<file path="src/rtl/addsub_mem_if.sv">
// Request/result/debug bundle between a control master and addsub_mem_unit.
// The overflow signal exists only when ADDSUB_OVF_EN is defined.
interface addsub_mem_if #(
   parameter int WORDSIZE = 64,
   parameter int ADDR_W   = 5
);
   logic                start;
   logic [WORDSIZE-1:0] num1;
   logic [WORDSIZE-1:0] num2;
   logic                operation;
   logic                busy;
   logic                done;
   logic [WORDSIZE-1:0] result;
   logic [ADDR_W-1:0]   dbg_addr;
   logic [WORDSIZE-1:0] dbg_data;
`ifdef ADDSUB_OVF_EN
   logic                overflow;
`endif

   modport master (
      output start, num1, num2, operation, dbg_addr,
`ifdef ADDSUB_OVF_EN
      input  overflow,
`endif
      input  busy, done, result, dbg_data
   );

   modport slave (
      input  start, num1, num2, operation, dbg_addr,
`ifdef ADDSUB_OVF_EN
      output overflow,
`endif
      output busy, done, result, dbg_data
   );
endinterface

</file>
<file path="src/rtl/addsub_mem_unit.sv">
// Sequenced add/subtract unit staging operands and result through a small register-array memory.
// Optional signed overflow flag enabled by defining ADDSUB_OVF_EN.
module addsub_mem_unit #(
   parameter int WORDSIZE = 64,
   parameter int DEPTH    = 32,
   parameter int ADDR_W   = 5
) (
   input  logic            clk,
   input  logic            rst_n,
   addsub_mem_if.slave     bus
);

   typedef enum logic [2:0] {
      IDLE = 3'd0,
      WR_A = 3'd1,
      WR_B = 3'd2,
      RD_A = 3'd3,
      RD_B = 3'd4,
      EXEC = 3'd5,
      WB   = 3'd6
   } state_t;

   state_t              state_q, state_d;
   logic [WORDSIZE-1:0] a_q, b_q;
   logic                op_q;
   logic [WORDSIZE-1:0] opa_q, opb_q;
   logic [WORDSIZE-1:0] result_q;
   logic [WORDSIZE-1:0] mem_q [DEPTH];

   logic                mem_we;
   logic [ADDR_W-1:0]   mem_waddr;
   logic [WORDSIZE-1:0] mem_wdata;

   // Subtraction reuses the adder: opa + ~opb + 1.
   logic [WORDSIZE-1:0] b_eff;
   logic [WORDSIZE-1:0] sum;
   assign b_eff = op_q ? ~opb_q : opb_q;
   assign sum   = opa_q + b_eff + {{(WORDSIZE-1){1'b0}}, op_q};

   always_comb begin
      state_d   = state_q;
      mem_we    = 1'b0;
      mem_waddr = '0;
      mem_wdata = a_q;
      case (state_q)
         IDLE: if (bus.start) state_d = WR_A;
         WR_A: begin
            mem_we    = 1'b1;
            mem_waddr = ADDR_W'(0);
            mem_wdata = a_q;
            state_d   = WR_B;
         end
         WR_B: begin
            mem_we    = 1'b1;
            mem_waddr = ADDR_W'(1);
            mem_wdata = b_q;
            state_d   = RD_A;
         end
         RD_A: state_d = RD_B;
         RD_B: state_d = EXEC;
         EXEC: state_d = WB;
         WB: begin
            mem_we    = 1'b1;
            mem_waddr = ADDR_W'(2);
            mem_wdata = result_q;
            state_d   = IDLE;
         end
         default: state_d = IDLE;
      endcase
   end

   always_ff @(posedge clk or negedge rst_n) begin
      if (!rst_n) begin
         state_q  <= IDLE;
         a_q      <= '0;
         b_q      <= '0;
         op_q     <= 1'b0;
         opa_q    <= '0;
         opb_q    <= '0;
         result_q <= '0;
      end else begin
         state_q <= state_d;
         if (state_q == IDLE && bus.start) begin
            a_q  <= bus.num1;
            b_q  <= bus.num2;
            op_q <= bus.operation;
         end
         if (state_q == RD_A) opa_q <= mem_q[0];
         if (state_q == RD_B) opb_q <= mem_q[1];
         if (state_q == EXEC) result_q <= sum;
      end
   end

   // Storage is deliberately left out of reset so completed writes survive an abort.
   always_ff @(posedge clk) begin
      if (mem_we) mem_q[mem_waddr] <= mem_wdata;
   end

   generate
      if (DEPTH == (1 << ADDR_W)) begin : g_dbg_full
         assign bus.dbg_data = mem_q[bus.dbg_addr];
      end else begin : g_dbg_partial
         localparam logic [ADDR_W:0] DEPTH_W = DEPTH[ADDR_W:0];
         assign bus.dbg_data = ({1'b0, bus.dbg_addr} < DEPTH_W) ? mem_q[bus.dbg_addr] : '0;
      end
   endgenerate

   assign bus.busy   = (state_q != IDLE);
   assign bus.done   = (state_q == WB);
   assign bus.result = result_q;

`ifdef ADDSUB_OVF_EN
   logic ovf_q;
   // Effective operands share a sign but the sum's sign differs: covers both add and subtract.
   always_ff @(posedge clk or negedge rst_n) begin
      if (!rst_n) begin
         ovf_q <= 1'b0;
      end else if (state_q == EXEC) begin
         ovf_q <= (opa_q[WORDSIZE-1] == b_eff[WORDSIZE-1]) &&
                  (sum[WORDSIZE-1] != opa_q[WORDSIZE-1]);
      end
   end
   assign bus.overflow = ovf_q;
`endif

endmodule

</file>
<file path="src/flat_wrapper.sv">
// flat-port wrapper written by rule: the top's interface ports become plain ports
module addsub_mem_unit_flat 
#(
   parameter int WORDSIZE = 64,
   parameter int DEPTH    = 32,
   parameter int ADDR_W   = 5
)
  (clk, rst_n, bus_start, bus_num1, bus_num2, bus_operation, bus_dbg_addr, bus_busy, bus_done, bus_result, bus_dbg_data);
  addsub_mem_if #(.WORDSIZE(WORDSIZE), .ADDR_W(ADDR_W)) bus_i ();
  input  logic clk;
  input  logic rst_n;
  input wire logic [$bits(bus_i.start)-1:0] bus_start;
  input wire logic [$bits(bus_i.num1)-1:0] bus_num1;
  input wire logic [$bits(bus_i.num2)-1:0] bus_num2;
  input wire logic [$bits(bus_i.operation)-1:0] bus_operation;
  input wire logic [$bits(bus_i.dbg_addr)-1:0] bus_dbg_addr;
  output wire logic [$bits(bus_i.busy)-1:0] bus_busy;
  output wire logic [$bits(bus_i.done)-1:0] bus_done;
  output wire logic [$bits(bus_i.result)-1:0] bus_result;
  output wire logic [$bits(bus_i.dbg_data)-1:0] bus_dbg_data;
  assign bus_i.start = bus_start;
  assign bus_i.num1 = bus_num1;
  assign bus_i.num2 = bus_num2;
  assign bus_i.operation = bus_operation;
  assign bus_i.dbg_addr = bus_dbg_addr;
  assign bus_busy = bus_i.busy;
  assign bus_done = bus_i.done;
  assign bus_result = bus_i.result;
  assign bus_dbg_data = bus_i.dbg_data;
  addsub_mem_unit #(.WORDSIZE(WORDSIZE), .DEPTH(DEPTH), .ADDR_W(ADDR_W)) u_core (.clk(clk), .rst_n(rst_n), .bus(bus_i));
endmodule
</file>
<file path="config.mk">
export PLATFORM = sky130hd
export DESIGN_NAME = addsub_mem_unit_flat
export DESIGN_NICKNAME = d
export VERILOG_FILES = /design/src/rtl/addsub_mem_if.sv /design/src/rtl/addsub_mem_unit.sv /design/src/flat_wrapper.sv
export SDC_FILE = /design/constraint.sdc
export NUM_CORES = 1
export LEC_CHECK = 0
export CAP_MARGIN = 15
export CORE_ASPECT_RATIO = 1.25
export CORE_UTILIZATION = 52
export DETAILED_ROUTE_END_ITERATION = 8
export GPL_TIMING_DRIVEN = 0
export MAX_ROUTING_LAYER = met4
export PLACE_DENSITY_LB_ADDON = 0.15
export SLEW_MARGIN = 10
export SYNTH_ARGS = -nofsm -noshare
export SYNTH_HDL_FRONTEND = slang
export SYNTH_SLANG_ARGS = --single-unit
</file>
<file path="constraint.sdc">
create_clock -name clk -period 6.4 [get_ports clk]
set_input_delay 1.28 -clock clk [delete_from_list [all_inputs] [get_ports clk]]
set_output_delay 1.28 -clock clk [all_outputs]
set_load 0.02 [all_outputs]
</file>
=== Word level (Yosys, flattened, before mapping) ===
Memory sizes are Yosys's and may differ from the RTL's. A register that Yosys moved wholly into a read port is not among the register bits.
Cells that the tools add are included.

* Eq/ne operators: 7
* Reductions and logical operators: 6
* Bitwise logic cells: 1
* Add/subtract/negate cells: 2
* Muxes and demuxes: 8

{| class="wikitable"
|+ Operators by type and width
! operator !! count
|-
| 64-bit case mux with 2 select lines || 1
|-
| 64-bit by 1-bit adder with 64-bit output || 1
|-
| 64-bit adder || 1
|-
| 64-bit two-way mux || 1
|-
| 64-bit NOT || 1
|-
| 3-bit case mux with 6 select lines || 1
|-
| 3-bit equality test (second input constant) || 3
|-
| 3-bit by 2-bit equality test with 1-bit output (second input constant) || 2
|-
| 2-bit case mux with 2 select lines || 1
|-
| 3-bit by 1-bit equality test with 1-bit output (second input constant) || 1
|-
| 3-bit zero test || 1
|-
| 1-bit two-way mux || 3
|-
| 3-bit two-way mux || 1
|-
| 3-bit nonzero test || 1
|-
| 3-bit OR reduction || 1
|-
| 1-bit zero test || 2
|-
| 2-bit inequality test (second input constant) || 1
|-
| 1-bit logical AND || 1
|}

* Memories: 1
* Word-level logic and storage cells: 30
* Memory bits (writable): 2048
* Flip-flop bits (word level): 196
* Output and inout port bits: 130

{| class="wikitable"
|+ Memories
! name !! depth !! width !! read ports !! clocked after Yosys merged registers in !! wr ports !! line !! RTL
|-
| u_core.mem_q || 32 || 64 || 3 || 2 || 1 || addsub_mem_unit.sv:28 || <nowiki>logic [WORDSIZE-1:0] mem_q [DEPTH];</nowiki>
|}

=== Depth between registers and ports, before layout ===
Gate-level depths: netlist (run 1).

* Depth in word-level cells: 5
* Mapped depth: 14
* Gate-level depth less buffers: 12

=== Worst setup path after synthesis (run 1) ===
No wires, ideal clock.

* Path type: register -> register
* From: register u_core.state_q[2]
* To: memory u_core.mem_q[0][0] (enable)
* Arrival: 5.512 ns
* Stages on the path, launching flop included: 5
* Required time: 5.835 ns
* Slack: 0.323 ns
* Cells stage by stage: dfrtp_1 > clkbuf_1 > buf_1 > buf_1 > nor3_1

* Longest elaborated chain between the ends: 5
* Elaborated cells between the ends (all ways): 8
* Classes of those cells: 3 x eq/ne; 4 x mux; 1 x reduce/logical

{| class="wikitable"
|+ Ends and longest elaborated chain
! what !! line !! RTL
|-
| start: declaration || addsub_mem_unit.sv:23 || <nowiki>state_t state_q, state_d;</nowiki>
|-
| start signal: assignment || addsub_mem_unit.sv:82 || <nowiki>state_q <= state_d;</nowiki>
|-
| 3-bit equality test, or another cell as far along || addsub_mem_unit.sv:45 || <nowiki>case (state_q)</nowiki>
|-
| 3-bit OR reduction (no line) || - ||
|-
| 1-bit two-way mux || addsub_mem_unit.sv:45 ||
|-
| 1-bit two-way mux || addsub_mem_unit.sv:96 || <nowiki>if (mem_we) mem_q[mem_waddr] <= mem_wdata;</nowiki>
|-
| 1-bit two-way mux (not written as such) || addsub_mem_unit.sv:96 ||
|-
| end: declaration || addsub_mem_unit.sv:28 ||
|}

Parallel ways exist; a longest one is shown, timed or not.

=== Worst setup path after layout (run 1) ===
* From: register u_core.state_q[1]
* To: output bus_done

* Longest elaborated chain between the ends: 1

{| class="wikitable"
|+ Ends and longest elaborated chain
! what !! line !! RTL
|-
| 3-bit equality test || addsub_mem_unit.sv:109 || <nowiki>assign bus.done = (state_q == WB);</nowiki>
|-
| end: declaration || flat_wrapper.sv:18 || <nowiki>output wire logic [$bits(bus_i.done)-1:0] bus_done;</nowiki>
|}

No other way between the ends.

==> metrics.yaml, run 1 <==
setup_path:
  path_cells: "clkbuf_1 > nand2_1 > clkbuf_1 > clkbuf_1 > nor2_4 > buf_16 > buf_12 > clkdlybuf4s50_1"
  startpoint_type: "flip-flop"
  worstSetupPathType: "flip-flop to output pin"
  cp.required_ns: 5.12
  worst_path_most_repeated_cell: "clkbuf_1"
  slowest_delay_ns: 0.68
  critPathArrivalTime_ns: 4.39
  cp_max_fo: 21
  end_kind: "output pin"
  reg2reg_slack_ns: 1.28
  slowest_stage: "nor2_4"
timing:
  worst_hold_slack_ns: 0.504
  post-route-period-util_pct: 88.6
  setup-violations-final: 0
  finClkSkew_ns: 0.0213
  finalWorstSetupSlack_ns: 0.729
  relSlewSlack_pct: 19.2
  period_needed_ns: 5.67
  hold_violations: 0
  fmax_mhz: 176
  slew_viol_final: 0
  rsz0062_at_grt: "no"
  worst_pin_slew_ns: 1.21
global_routing:
  first_global_vias: 18500
  track_usage_pct: 27.4
  grt-ovfl-total: 0
  grt_pass1_wl_mm: 107
  grt_max_degree: 96
  antenna_found_initial: 1
cells_and_area:
  fillers: 3830
  syn_to_final_growth_pct: 21.7
  nets: 2558
  layout-drive-gt1-share_pct: 19.7
  finalInstanceArea_um2: 32800
  final_common_cell: "dfrtp_1"
  layout_common_cells: "324 x dfrtp_1, 260 x mux2_2, 260 x clkdlybuf4s50_1"
route:
  drt_iter0_markers: 1113
  first_pass_iters: 6
  vias: 17700
  vias_per_cell: 5.79
  drc: 0
  post_drt_wl_per_cell_um: 22.5
  antenna_left: 0
  drt_wl_total_mm: 68.9
logic_synthesis:
  avgSynthCellArea_um2: 13.8
  synth_edf_count: 256
  synth_seq_cells: 580
  syn-cell-area_um2: 26900
  yosys.cell_types.count: 72
  synth-seq-area-share_pct: 58.7
  yosysWarningCount: 0
  syn_inst: 1950
  yosys_most_used_dff: "dfrtp_1"
  async_flop_share_pct: 55.9
cts:
  cts.sinks: 580
  path_clk_slew_ns: 0.07
  clock-root-buffer: "clkbuf_16"
  cts_buffers: 56
  cts_hold_buf: 0
  cts_tree: "yes"
  insertion_delay_ns: 0.63
  h-tree-depth: 2
  clock_path_buffers: 3
  cts_setup_buffers: 0
  cts_resized: 0
flow_run:
  maxCapViolCount: 0
placed_design:
  postPlaceCellArea_um2: 30900
  dp_hpwl_mm: 51.8
  gp_congestion: 0.991
  dpl_worst_slack_ns: 1.14
  numPortBuffers: 261
floorplanning:
  rows: 92
  floorplan.io_pins: 267
  die-area_um2: 52700
  core_area_um2: 50800
  die_y_um: 256
  fp.dieW_um: 205
  start_util_pct: 53.0
hold_path:
  hp-class: "flip-flop to flip-flop"
status:
  status: "completed"
==> area by class of cell <==
| class | instances | area (um^2) | share of cell area, % |
|---|---|---|---|
| Antenna cell | 1 | 2.50 | 0.00764 |
| Multi-Input combinational cell | 1307 | 10900 | 33.2 |
| Clock buffer | 77 | 1560 | 4.77 |
| Tap cell | 658 | 823 | 2.51 |
| Clock inverter | 29 | 240 | 0.733 |
| Timing Repair Buffer | 281 | 2960 | 9.05 |
| Inverter | 19 | 71.3 | 0.218 |
| Buffer | 107 | 420 | 1.28 |
| Sequential cell | 580 | 15800 | 48.2 |
==> per-stage QoR <==
stage	std cells	TNS, ns	utilization [%]
global route	3058	0	64.5
floorplan	2013	0	-
CTS	3058	0	64.5
detailed placement	2952	0	61.0
finish	3059	0	64.5
global placement	2932	-3777.70	60.2
==> sequential cells by signal, indices dropped and copies added, names as in the netlist <==
register and cells:
u_core.b_q 64, u_core.opa_q 64, u_core.mem_q 256, u_core.opb_q 64, u_core.state_q 3, u_core.op_q 1
u_core.a_q 64, u_core.bus.result 64
==> synth_stat cells (14+ instances only) <==
library cell	count	area, um^2
dfrtp_1	324	8110
mux2_2	260	2930
edfxtp_1	256	7690
nand2_1	180	676
o21ai_0	137	686
xor2_1	85	744
clkbuf_1	84	315
a21oi_1	68	340
ha_1	68	851
mux2i_1	65	651
mux4_2	64	1440
nor2_1	37	139
xnor2_1	34	298
a21o_1	27	203
nand4_1	22	138
nor3_1	20	100
inv_1	19	71.3
o21ai_1	18	90.1
o21bai_1	14	105
==> layer usage <==
metal	GRT usage [%]	routed length, um	share of wire (%)
met1	33.9	27800	40
met2	47.3	36000	52
met3	3.36	3320	4.8
met4	7.49	1810	2.6
met5	-	0	0
==> worst max-delay path, delay by kind of cell (launching register included) <==
kind	cells	cell delay, ns
buf+inv	6	2.43
flops	1	0.33
simple gates	2	0.97
==> final timing paths <==
path	end	cells after the start	startpoint
worst max-delay path	bus_done	8	u_core.state_q[1]$_DFFE_PN0P_
worst min-delay path	u_core.b_q[18]$_DFFE_PN0P_	1	u_core.b_q[18]$_DFFE_PN0P_
worst max register to register	u_core.bus.result[56]$_DFFE_PN0N_	13	u_core.op_q$_DFFE_PN0P_
worst min register to register	u_core.b_q[18]$_DFFE_PN0P_	1	u_core.b_q[18]$_DFFE_PN0P_
max in group asynchronous	u_core.b_q[5]$_DFFE_PN0P_	3	rst_n
min in group asynchronous	u_core.a_q[38]$_DFFE_PN0P_	1	rst_n
==> logic make-up (layout without fill, tap and decap cells) <==
kind of cell	count (synthesis)	count (layout)	share of synthesized area [%]
DFF	580	580	58.7
muxes	389	389	18.7
AOI/OAI and AO/OA	345	345	8.32
and+or+nand+nor	321	321	5.37
buffers and inverters	126	513	1.83
xor gates and xnor gates	119	119	3.87
adders and majority gates	69	69	3.24
other	1	65	0.0139
Power of run 1 is not shown: default switching activity piles up to over one toggle a cycle in this logic, so the estimate is an artifact.
==> inputs of run 2 (changes only) <==
TNS_END_PERCENT = 1   (was not set)
==> results of run 2 <==
The final DEF is identical to that of run 1; final timing and power are the same.
Power of run 2 is left out for the same reason.
==> patch, RTL diff (config.mk and constraints of run 2) <==
`ADDR_W` is set to 5 in 3 places; all go to 6.
--- a/src/rtl/addsub_mem_if.sv
+++ b/src/rtl/addsub_mem_if.sv
@@ -4,3 +4,3 @@
    parameter int WORDSIZE = 64,
-   parameter int ADDR_W   = 5
+   parameter int ADDR_W   = 6
 );
--- a/src/rtl/addsub_mem_unit.sv
+++ b/src/rtl/addsub_mem_unit.sv
@@ -5,3 +5,3 @@
    parameter int DEPTH    = 32,
-   parameter int ADDR_W   = 5
+   parameter int ADDR_W   = 6
 ) (
--- a/src/flat_wrapper.sv
+++ b/src/flat_wrapper.sv
@@ -5,3 +5,3 @@
    parameter int DEPTH    = 32,
-   parameter int ADDR_W   = 5
+   parameter int ADDR_W   = 6
 )
Interface: changed (resized bus_dbg_addr); port bits go from 267 to 268. No check against the original RTL was run, so the function may have changed too.
==> patch against run 2 <==
The run now ends with design-rule violations left; cell area grew 1.1%; area after synthesis up 1.3%; setup slack better by 0.29 ns; synthesized cell count grew 3.4%; wire length grew 3.3%; final cell count increased by 2.3%; clock skew decreased by 0.0018 ns; sequential cell count unchanged; critical path type unchanged; largest cell class unchanged.
==> patch: results <==
set metrics [dict create \
    post-dp-hpwl_mm 52.4 \
    drt-wirelength-per-cell_um 22.7 \
    grt_util_met2_pct 48.8 \
    finalWirelength_mm 71.2 \
    grt_pass1_vias 19022 \
    worst_path_largest_cell_delay_ns 0.92 \
    antennaDiodeCount 2 \
    clockNetworkAreaShare_pct 5.61 \
    via_count 17812 \
    final_layout_size_suffix_gt1_share_pct 19.2 \
    drc 18 \
    status "finished, violations left" \
    seq_area_frac_synth_pct 58.0 \
    dr.first_iter.drc_count 1056 \
    grt.met1_usage_pct 33.5 \
    num-nonclk-inverters 18 \
    area_of_the_die_um2 53300 \
    synth.distinct_cells 64 \
    grt_first_pass_wirelength_mm 109 \
    cpMaxStageDelayCell "sky130_fd_sc_hd__clkbuf_1" \
    cts_inserted_buffers 57 \
    post_synth.cell_area_avg_um2 13.5 \
    finalNetCount 2620 \
    synthTopCellsByArea "sky130_fd_sc_hd__dfrtp_1 30%, sky130_fd_sc_hd__edfxtp_1 28%, sky130_fd_sc_hd__mux2_2 11%, sky130_fd_sc_hd__mux4_2 5.3%, sky130_fd_sc_hd__ha_1 3.1%" \
    multi_input_gate_share_of_total_cell_area_pct 33.8 \
    violations_in_the_final_reports "design-rule violations" \
    drt_pre_antenna_iters 9 \
    insertion_delay_ns 0.61 \
    total_global_route_track_usage_pct 28.0 \
    comb.multi_input.count 1370 \
    fillers 3997 \
    groute.layer.met3.usage_pct 4.14 \
    synth_top_cells_by_count "324 x sky130_fd_sc_hd__dfrtp_1, 257 x sky130_fd_sc_hd__mux2_2, 256 x sky130_fd_sc_hd__edfxtp_1, 181 x sky130_fd_sc_hd__nand2_1, 152 x sky130_fd_sc_hd__o21ai_0" \
]
==> patch: metal layers <==
layer | part of all wire [%] | vias to the layer above
met1 | 40 | 9095
met2 | 53 | 467
met3 | 4.8 | 116
met5 | 0 | -
li1 | - | 8134
met4 | 2.7 | 0
==> patch: path summary, 6_finish.rpt <==
kind	end	slack, ns
worst max-delay path	bus_done	1.02
worst min-delay path	u_core.opb_q[6]$_DFFE_PN0N_	0.50
worst max register to register	u_core.bus.result[56]$_DFFE_PN0P_	1.28
worst min register to register	u_core.opb_q[6]$_DFFE_PN0N_	0.50
max in group asynchronous	u_core.b_q[42]$_DFFE_PN0P_	4.43
min in group asynchronous	u_core.a_q[10]$_DFFE_PN0P_	0.68
==> patch: kinds of logic after synthesis <==
group | after synthesis | synth area share, %
xor gates and xnor gates | 121 | 3.89
AOI/OAI and AO/OA | 352 | 8.21
other | 1 | 0.0138
adders and majority gates | 69 | 3.20
buffers and inverters | 130 | 1.96
muxes | 386 | 18.3
DFF | 580 | 58.0
and+or+nand+nor | 378 | 6.47
